## src/rtl/ascon_pack.sv

```systemverilog
// Shared types for the ASCON block sequencer: 64-bit block, padding block, FIFO entry.
// The padding path is only built when BLOC_SEQ_PAD_EN is defined.
package ascon_pack;

    typedef logic [63:0] bloc_t;

    localparam bloc_t PAD_BLOC = 64'h8000_0000_0000_0000;

    // One buffered block together with its end-of-message marker.
    typedef struct packed {
        logic  last;
        bloc_t data;
    } entree_t;

endpackage

```

## src/rtl/bloc_sequenceur_if.sv

```systemverilog
// Host-loader / permutation-FSM bus of the block sequencer. The slave modport is the sequencer view.
// wr_nbytes_i only exists when BLOC_SEQ_PAD_EN is defined.
interface bloc_sequenceur_if
    import ascon_pack::*;
#(
    parameter int DEPTH = 4,
    parameter int IDX_W = 2
);

    localparam int CNT_W = $clog2(DEPTH) + 1;

    logic              wr_valid_i;
    bloc_t             wr_data_i;
    logic              wr_last_i;
    logic              wr_ready_o;
`ifdef BLOC_SEQ_PAD_EN
    logic [3:0]        wr_nbytes_i;
`endif
    logic              rd_valid_o;
    bloc_t             rd_data_o;
    logic              rd_last_o;
    logic [IDX_W-1:0]  rd_idx_o;
    logic              rd_ready_i;
    logic [CNT_W-1:0]  count_o;

`ifdef BLOC_SEQ_PAD_EN
    modport slave (
        input  wr_valid_i, wr_data_i, wr_last_i, wr_nbytes_i, rd_ready_i,
        output wr_ready_o, rd_valid_o, rd_data_o, rd_last_o, rd_idx_o, count_o
    );

    modport master (
        output wr_valid_i, wr_data_i, wr_last_i, wr_nbytes_i, rd_ready_i,
        input  wr_ready_o, rd_valid_o, rd_data_o, rd_last_o, rd_idx_o, count_o
    );
`else
    modport slave (
        input  wr_valid_i, wr_data_i, wr_last_i, rd_ready_i,
        output wr_ready_o, rd_valid_o, rd_data_o, rd_last_o, rd_idx_o, count_o
    );

    modport master (
        output wr_valid_i, wr_data_i, wr_last_i, rd_ready_i,
        input  wr_ready_o, rd_valid_o, rd_data_o, rd_last_o, rd_idx_o, count_o
    );
`endif

endinterface

```

## src/rtl/bloc_pad.sv

```systemverilog
// Combinational ASCON padding of a final block: bytes below nbytes kept, 0x80 at nbytes, zeros above.
// Only compiled when BLOC_SEQ_PAD_EN is defined; nbytes >= 8 leaves the block untouched.
`ifdef BLOC_SEQ_PAD_EN
module bloc_pad
    import ascon_pack::*;
(
    input  logic [3:0] nbytes_i,
    input  bloc_t      bloc_i,
    output bloc_t      bloc_o
);

    // Byte gi occupies bits 63-8*gi downto 56-8*gi (big-endian numbering).
    genvar gi;
    for (gi = 0; gi < 8; gi++) begin : g_octet
        localparam logic [3:0] RANG = 4'(gi);
        assign bloc_o[63-8*gi -: 8] = (RANG < nbytes_i)  ? bloc_i[63-8*gi -: 8] :
                                      (RANG == nbytes_i) ? 8'h80 : 8'h00;
    end

endmodule
`endif

```

## src/rtl/bloc_sequenceur.sv

```systemverilog
// Block FIFO between host loader and ASCON permutation FSM, tagging blocks with index and last flag.
// Define BLOC_SEQ_PAD_EN to pad the final block and emit the extra PAD_BLOC after a full final block.
module bloc_sequenceur
    import ascon_pack::*;
#(
    parameter int DEPTH = 4,
    parameter int IDX_W = 2
)
(
    input  logic clock_i,
    input  logic resetb_i,
    input  logic init_i,
    bloc_sequenceur_if.slave bus
);

    localparam int PTR_W = $clog2(DEPTH);
    localparam int CNT_W = PTR_W + 1;
    localparam logic [CNT_W-1:0] CNT_FULL = CNT_W'(DEPTH);

    entree_t          mem_q [DEPTH];
    logic [PTR_W-1:0] wr_ptr_q, wr_ptr_d;
    logic [PTR_W-1:0] rd_ptr_q, rd_ptr_d;
    logic [CNT_W-1:0] count_q, count_d;
    logic [IDX_W-1:0] idx_q, idx_d;
    logic             pad_pending_q, pad_pending_d;

    logic             push;
    logic             pop;
    logic             pop_stocke;
    logic             pad_tete;
    logic             pad_arme;
    entree_t          entree_ecrite;
    entree_t          entree_lue;

`ifdef BLOC_SEQ_PAD_EN
    bloc_t bloc_padde;
    logic  nbytes_plein;

    bloc_pad u_bloc_pad (
        .nbytes_i (bus.wr_nbytes_i),
        .bloc_i   (bus.wr_data_i),
        .bloc_o   (bloc_padde)
    );

    // A full final block carries no padding room, so the pad block follows it separately.
    assign nbytes_plein = bus.wr_last_i & (bus.wr_nbytes_i >= 4'd8);

    always_comb begin
        entree_ecrite.data = bus.wr_last_i ? bloc_padde : bus.wr_data_i;
        entree_ecrite.last = bus.wr_last_i & ~nbytes_plein;
    end

    assign pad_arme = push & nbytes_plein;
`else
    always_comb begin
        entree_ecrite.data = bus.wr_data_i;
        entree_ecrite.last = bus.wr_last_i;
    end

    assign pad_arme = 1'b0;
`endif

    // The pad block is only at the head once every stored block has drained.
    assign pad_tete   = (count_q == '0) & pad_pending_q;
    assign entree_lue = mem_q[rd_ptr_q];

    assign bus.wr_ready_o = (count_q != CNT_FULL) & ~pad_pending_q;
    assign bus.rd_valid_o = (count_q != '0) | pad_pending_q;
    assign bus.rd_data_o  = pad_tete ? PAD_BLOC : entree_lue.data;
    assign bus.rd_last_o  = pad_tete | entree_lue.last;
    assign bus.rd_idx_o   = idx_q;
    assign bus.count_o    = count_q;

    assign push       = bus.wr_valid_i & bus.wr_ready_o;
    assign pop        = bus.rd_valid_o & bus.rd_ready_i;
    assign pop_stocke = pop & (count_q != '0);

    always_comb begin
        wr_ptr_d      = wr_ptr_q;
        rd_ptr_d      = rd_ptr_q;
        count_d       = count_q;
        idx_d         = idx_q;
        pad_pending_d = pad_pending_q;

        if (init_i) begin
            wr_ptr_d      = '0;
            rd_ptr_d      = '0;
            count_d       = '0;
            idx_d         = '0;
            pad_pending_d = 1'b0;
        end else begin
            if (push) begin
                wr_ptr_d = wr_ptr_q + PTR_W'(1);
            end
            if (pop_stocke) begin
                rd_ptr_d = rd_ptr_q + PTR_W'(1);
            end

            case ({push, pop_stocke})
                2'b10:   count_d = count_q + CNT_W'(1);
                2'b01:   count_d = count_q - CNT_W'(1);
                default: count_d = count_q;
            endcase

            if (pop) begin
                idx_d = bus.rd_last_o ? '0 : idx_q + IDX_W'(1);
            end

            if (pad_arme) begin
                pad_pending_d = 1'b1;
            end else if (pop & pad_tete) begin
                pad_pending_d = 1'b0;
            end
        end
    end

    always_ff @(posedge clock_i or negedge resetb_i) begin
        if (!resetb_i) begin
            wr_ptr_q      <= '0;
            rd_ptr_q      <= '0;
            count_q       <= '0;
            idx_q         <= '0;
            pad_pending_q <= 1'b0;
        end else begin
            wr_ptr_q      <= wr_ptr_d;
            rd_ptr_q      <= rd_ptr_d;
            count_q       <= count_d;
            idx_q         <= idx_d;
            pad_pending_q <= pad_pending_d;
        end
    end

    // Storage carries no reset: the pointers and count alone define what is valid.
    always_ff @(posedge clock_i) begin
        if (push & ~init_i) begin
            mem_q[wr_ptr_q] <= entree_ecrite;
        end
    end

endmodule

```

## src/flat_wrapper.sv

```systemverilog
// flat-port wrapper written by rule: the top's interface ports become plain ports
module bloc_sequenceur_flat import ascon_pack::*;
#(
    parameter int DEPTH = 4,
    parameter int IDX_W = 2
)
  (clock_i, resetb_i, init_i, bus_wr_valid_i, bus_wr_data_i, bus_wr_last_i, bus_rd_ready_i, bus_wr_ready_o, bus_rd_valid_o, bus_rd_data_o, bus_rd_last_o, bus_rd_idx_o, bus_count_o);
  bloc_sequenceur_if #(.DEPTH(DEPTH), .IDX_W(IDX_W)) bus_i ();
  input  logic clock_i;
  input  logic resetb_i;
  input  logic init_i;
  input wire logic [$bits(bus_i.wr_valid_i)-1:0] bus_wr_valid_i;
  input wire logic [$bits(bus_i.wr_data_i)-1:0] bus_wr_data_i;
  input wire logic [$bits(bus_i.wr_last_i)-1:0] bus_wr_last_i;
  input wire logic [$bits(bus_i.rd_ready_i)-1:0] bus_rd_ready_i;
  output wire logic [$bits(bus_i.wr_ready_o)-1:0] bus_wr_ready_o;
  output wire logic [$bits(bus_i.rd_valid_o)-1:0] bus_rd_valid_o;
  output wire logic [$bits(bus_i.rd_data_o)-1:0] bus_rd_data_o;
  output wire logic [$bits(bus_i.rd_last_o)-1:0] bus_rd_last_o;
  output wire logic [$bits(bus_i.rd_idx_o)-1:0] bus_rd_idx_o;
  output wire logic [$bits(bus_i.count_o)-1:0] bus_count_o;
  assign bus_i.wr_valid_i = bus_wr_valid_i;
  assign bus_i.wr_data_i = bus_wr_data_i;
  assign bus_i.wr_last_i = bus_wr_last_i;
  assign bus_i.rd_ready_i = bus_rd_ready_i;
  assign bus_wr_ready_o = bus_i.wr_ready_o;
  assign bus_rd_valid_o = bus_i.rd_valid_o;
  assign bus_rd_data_o = bus_i.rd_data_o;
  assign bus_rd_last_o = bus_i.rd_last_o;
  assign bus_rd_idx_o = bus_i.rd_idx_o;
  assign bus_count_o = bus_i.count_o;
  bloc_sequenceur #(.DEPTH(DEPTH), .IDX_W(IDX_W)) u_core (.clock_i(clock_i), .resetb_i(resetb_i), .init_i(init_i), .bus(bus_i));
endmodule
```

## config.mk

```make
export PLATFORM = sky130hd
export DESIGN_NAME = bloc_sequenceur_flat
export DESIGN_NICKNAME = d
export VERILOG_FILES = /design/src/rtl/ascon_pack.sv /design/src/rtl/bloc_sequenceur_if.sv /design/src/rtl/bloc_pad.sv /design/src/rtl/bloc_sequenceur.sv /design/src/flat_wrapper.sv
export SDC_FILE = /design/constraint.sdc
export NUM_CORES = 1
export LEC_CHECK = 0
export CORE_MARGIN = 2
export CORE_UTILIZATION = 55
export DETAILED_ROUTE_END_ITERATION = 7
export PLACE_DENSITY = 0.8
export SETUP_SLACK_MARGIN = 0.5
export SYNTH_ARGS = -nofsm -noshare
export SYNTH_HDL_FRONTEND = slang
export SYNTH_SLANG_ARGS = --single-unit
export TNS_END_PERCENT = 50
```

## constraint.sdc

```tcl
create_clock -name clock_i -period 8.4 [get_ports clock_i]
set_input_delay 1.68 -clock clock_i [delete_from_list [all_inputs] [get_ports clock_i]]
set_output_delay 1.68 -clock clock_i [all_outputs]
set_load 0.01 [all_outputs]
```

# == Yosys cells after proc, flatten, opt, wreduce, memory -nomap -nowiden ==
# Memory sizes are Yosys's and may differ from the RTL's.
# Index checks and enable logic that the tools add are counted.
# classes
n_addsub,5
n_mul,0
n_div,0
order_cmp,0
eq_ne,3
shift,0
mux,14
bitwise_logic,11
reduce_logical,7
# op_table
operator,n
two-way mux 64 bit,1
two-way mux 2 bit,7
nonzero test 2 bit,4
bitwise AND 1 bit,7
"adder 2 x 1 -> 2 bit, second input constant",3
case mux 3 bit (2 select lines),1
nonzero test 3 bit,2
two-way mux 1 bit,4
"adder 3 x 1 -> 3 bit, second input constant",1
logical NOT 3 bit,1
two-way mux 3 bit,1
"inequality test 3 bit, second input constant",1
"subtractor 3 x 1 -> 3 bit, second input constant",1
"== test 2 x 1 -> 1 bit, second input constant",1
"== test 2 bit, second input constant",1
inverter 1 bit,2
OR 1 bit,2
# word_totals
reg_bits,10
latchBits,0
mem_bits_rw,260
romBits,0
input_bits,70
word_cells,46
memories,1
# mem_list
memory,words,word_bits,rd,rd_clocked_by_memory_dff,write_ports,line_no,text
u_core.mem_q,4,65,1,0,1,bloc_sequenceur.sv:20,entree_t mem_q [DEPTH];

# == Depth between registers and ports, before layout ==
# depth
ltp_word,7
ltp_mapped,7
depth_no_buf,6

# == Least setup slack after synthesis ==
# No wires, ideal clock.
# synth_path
path_kind,input to register
startpoint,input init_i
endpoint,memory u_core.mem_q[0][0] in the netlist's numbering (enable)
setup_ns,0.430
arrival_time_ns,3.453
slack_ns,4.517
path_stages,2
path_buffers,0
cell_sequence,and3b_1 and2_1
# synth_via
elab_chain_len,4
# synth_lines
item,line_no,text
"start, declared",flat_wrapper.sv:11,input logic init_i;
inverter 1 bit,bloc_sequenceur.sv:135,if (push & ~init_i) begin
bitwise AND 1 bit,bloc_sequenceur.sv:135,
two-way mux 1 bit,bloc_sequenceur.sv:135,
two-way mux 1 bit (implied by the code),bloc_sequenceur.sv:136,mem_q[wr_ptr_q] <= entree_ecrite;
"end, declared",bloc_sequenceur.sv:20,
# Every way passes these cells.

# == Worst setup path in the final report ==
# layout_path
startpoint,register u_core.rd_ptr_q[0]
endpoint,output bus_rd_data_o[17]
# layout_via
elab_chain_len,2
# layout_lines
item,line_no,text
"start, declared",bloc_sequenceur.sv:22,"logic [PTR_W-1:0] rd_ptr_q, rd_ptr_d;"
"start signal, assigned",bloc_sequenceur.sv:126,rd_ptr_q <= rd_ptr_d;
memory read (4 x 65 bit),n/a,
two-way mux 64 bit,bloc_sequenceur.sv:69,assign bus.rd_data_o = pad_tete ? PAD_BLOC : entree_lue.data;
"end, declared",flat_wrapper.sv:18,output wire logic [$bits(bus_i.rd_data_o)-1:0] bus_rd_data_o;
# Every way passes these cells.

==> impl_metrics.csv <==
group,metric,value,unit
cts,cts.sinks,269,
grt,grt_usage,0.1859,
floorplanning,row_count,49,
placed_design,gp_congestion,0.7112,
cts,cts_tree,"yes",
cts,post_cts_resized,0,
final_layout,fin_nets,625,
power,ir_drop,0.1838,mV
grt,antenna_found_initial,0,
run_status,run_status,"complete, no violations",
yosys,synth_top_area_frac,0.7888,
power,intPower,2.718,mW
power,leakage,3.926,nW
power,p_sw,0.8663,mW
drt,drt_iter0_markers,330,
yosys,avgSynthCellArea,24.93,um^2
setup_path,reg2reg_to,"u_core.bus.count_o[2]",
setup_path,rr_startpoint,"u_core.bus.count_o[0]",
min_path,hold_path.class,"reg2reg",
sta,hold_viol,0,
setup_path,r2r_slack,6.02,ns
cts,clock_latency,0.52,ns
sta,worst_pin_slew,1.024,ns
cts,cts_root_buf,"clkbuf_16",
final_layout,drive_above_1_share,0.1968,
yosys,yosys.area.top_type,"edfxtp_1",
sta,setup_tns,0,ns
grt,grt-ovfl-total,0,
grt,grt_pass1_wl,27.54,mm
sta,finalSetupViolations,0,
drt,wl,17.58,mm
placed_design,portBuffers,141,
setup_path,crit_path_max_incr_delay,0.88,ns
sta,rsz0062_at_grt,"no",
cts,htree_num_levels,1,
power,p_seq_frac,0.463,
yosys,synth_edf_count,260,
yosys,synth-seq-cells,269,
sta,period_share,0.5813,
cts,clkSlewWorstSetupHoldPaths,0.06,ns
cts,clock_path_buffers,3,
yosys,synthCells,397,
yosys,async_flop_share,0.03346,
grt,grt_pass1_vias,4998,
floorplanning,num_io_pins,142,
cts,cts_setup_buffers,0,
final_layout,syn_to_final_growth,25.21,%
cts,ctsHoldBuffers,0,
setup_path,cp.arrival,3.20,ns
placed_design,dp.final_hpwl,9.732,mm
sta,hold_slack,0.5886,ns
yosys,syn_area,0.009898,mm^2
final_layout,diodes,0,
drt,dr.pass1.iters,4,
setup_path,path_class,"reg2out",
job,drv_cap,0,
floorplanning,die_height,138.2,um
final_layout,nFillCells,1068,
yosys,syn_nets,472,
setup_path,path_cells,"buf_4 > mux4_2 > clkdlybuf4s50_1",
setup_path,setup.worst_path.end,"bus_rd_data_o[17]",
setup_path,cpMaxStageDelayCell,"dfrtp_4",
setup_path,worstPathMaxFanout,34,
yosys,yosysSeqAreaShare,0.8115,
drt,postRouteAntennaNets,0,
setup_path,critPathCaptureType,"output pin",
drt,drc_errors,0,
yosys,post_synth_num_cell_types,31,
setup_path,r2r_cells,6,
floorplanning,start_util,0.5567,
setup_path,critPathRequiredTime,6.72,ns
power,switching_share,0.2417,
sta,relSlewSlack,0.3176,
yosys,synth_ff_type,"edfxtp_1",
drt,wire_per_inst,22.02,um
sta,drv_slew,0,
drt,via_per_inst,5.701,
power,pwr-share-comb,0.218,
grt,grt_max_degree,67,
sta,fin_crit,4.883,ns
floorplanning,die_area,0.01909,mm^2
floorplanning,die_w,138.2,um
yosys,ys_warn_count,0,
power,power_density,289.2,mW/mm^2
cts,cts_buffers,26,
setup_path,crit_path_start_kind,"flip-flop",
drt,num_vias,4549,
yosys,synth_area_leaders,"edfxtp_1 79%, mux4_2 15%, dfrtp_1 2.3%, ha_1 0.51%, buf_2 0.35%",
power,p_clk_frac,0.319,
floorplanning,coreArea,0.01778,mm^2
sta,fmax,204.8,MHz
setup_path,crit_start,"u_core.rd_ptr_q[0]",
sta,fin_skew,0.007140,ns
==> power by group through the flow <==
stage / logic [mW] / registers (mW) / clock network, mW
final: 0.781 / 1.66 / 1.14
after global placement: 0.778 / 1.68 / 0
after global routing: 0.830 / 1.68 / 1.21
after CTS: 0.794 / 1.66 / 1.17
after detailed placement: 0.788 / 1.69 / 0
after floorplan: 0.468 / 1.62 / 0
==> per-stage QoR <==
step	worst slack [ns]	total power, mW	cells	util	instance area, um^2
6_report	3.517	3.585	798	0.6970	12390
5_1_grt	3.243	3.719	798	0.6970	12390
4_1_cts	3.385	3.624	798	0.6970	12390
3_5_place_dp	3.933	2.481	751	0.6495	11550
3_3_place_gp	3.949	2.463	751	0.6495	11550
2_1_floorplan	4.517	2.087	397	-	9898
==> routing by layer <==
metal,track usage,share of wire,vias to the layer above
met5,0,0,-
met4,0.05102,0.014,0
met3,0.03706,0.059,19
met2,0.3189,0.51,152
met1,0.2485,0.42,2387
li1,-,-,1991
==> worst min-delay path by stage <==
| stage | slack [ns] | cells after the start | end | start |
|---|---|---|---|---|
| floorplan | 0.54 | 2 | u_core.wr_ptr_q[1] | u_core.wr_ptr_q[1] |
| global placement | 0.54 | 2 | u_core.bus.rd_idx_o[1] | u_core.bus.rd_idx_o[1] |
| detailed placement | 0.58 | 2 | u_core.wr_ptr_q[1] | u_core.wr_ptr_q[1] |
| CTS | 0.59 | 2 | u_core.wr_ptr_q[1] | u_core.wr_ptr_q[1] |
| global route | 0.62 | 2 | u_core.wr_ptr_q[1] | u_core.wr_ptr_q[1] |
| finish | 0.59 | 2 | u_core.wr_ptr_q[1] | u_core.wr_ptr_q[1] |
==> synth_stat cells (2+ instances only) <==
cell      count
edfxtp_1    260
a21oi_1       4
nor3_1        2
ha_1          4
nand2b_1      2
nand2_1       2
o21ai_0       2
nor2_1        6
inv_1         2
and2_1        4
mux4_2       65
dfrtp_1       9
clkbuf_1      8
xnor2_1       3
buf_2         7
buf_1         2
==> cell usage in the layout (no fill, tap or decap), drive strengths merged <==
cell,count
a211oi,1
a21oi,4
and2,4
and3,1
and3b,1
and4,1
buf,1
bufinv,3
clkbuf,31
clkdlybuf4s50,141
clkinv,11
clkinvlp,2
dfrtp,9
edfxtp,260
fa,1
ha,4
inv,2
mux2,1
mux2i,1
mux4,65
nand2,2
nand2b,2
nand3,1
nor2,6
nor2b,1
nor3,2
nor3b,1
o21ai,2
o31ai,1
or3,1
or3b,1
or4b,1
xnor2,3
xor2,1
==> sequential cells by signal, indices dropped and copies added, names as in the netlist <==
name,cells
u_core.bus.count_o,3
u_core.wr_ptr_q,2
u_core.bus.rd_idx_o,2
u_core.mem_q,260
u_core.rd_ptr_q,2
==> worst max-delay path: cells and delay by family, from the launching register on <==
family                 cells  cell delay [ns]
multiplexers               1             0.62
flip-flops                 1             0.88
buffers and inverters      2             1.18
==> area by class of cell <==
cell class	instances	area, um^2	area share
multi-input cells	109	1795	0.1449
clock buffers	31	690.7	0.05573
flip-flops and latches	269	8040	0.6488
well taps	229	286.5	0.02312
repair buffers	142	1419	0.1145
clock inverters	16	153.9	0.01242
inverters	2	7.507	0.0006058
==> kinds of logic after synthesis <==
logic type                 after synthesis  synth area share
and+or+nand+nor                         25           0.01466
AOI/OAI and AO/OA                        8          0.005056
DFF                                    269            0.8115
muxes                                   67            0.1500
buffers and inverters                   19          0.008090
xor gates and xnor gates                 4          0.003540
adders and majority gates                5          0.007079
(Power assumes the default switching activity.)
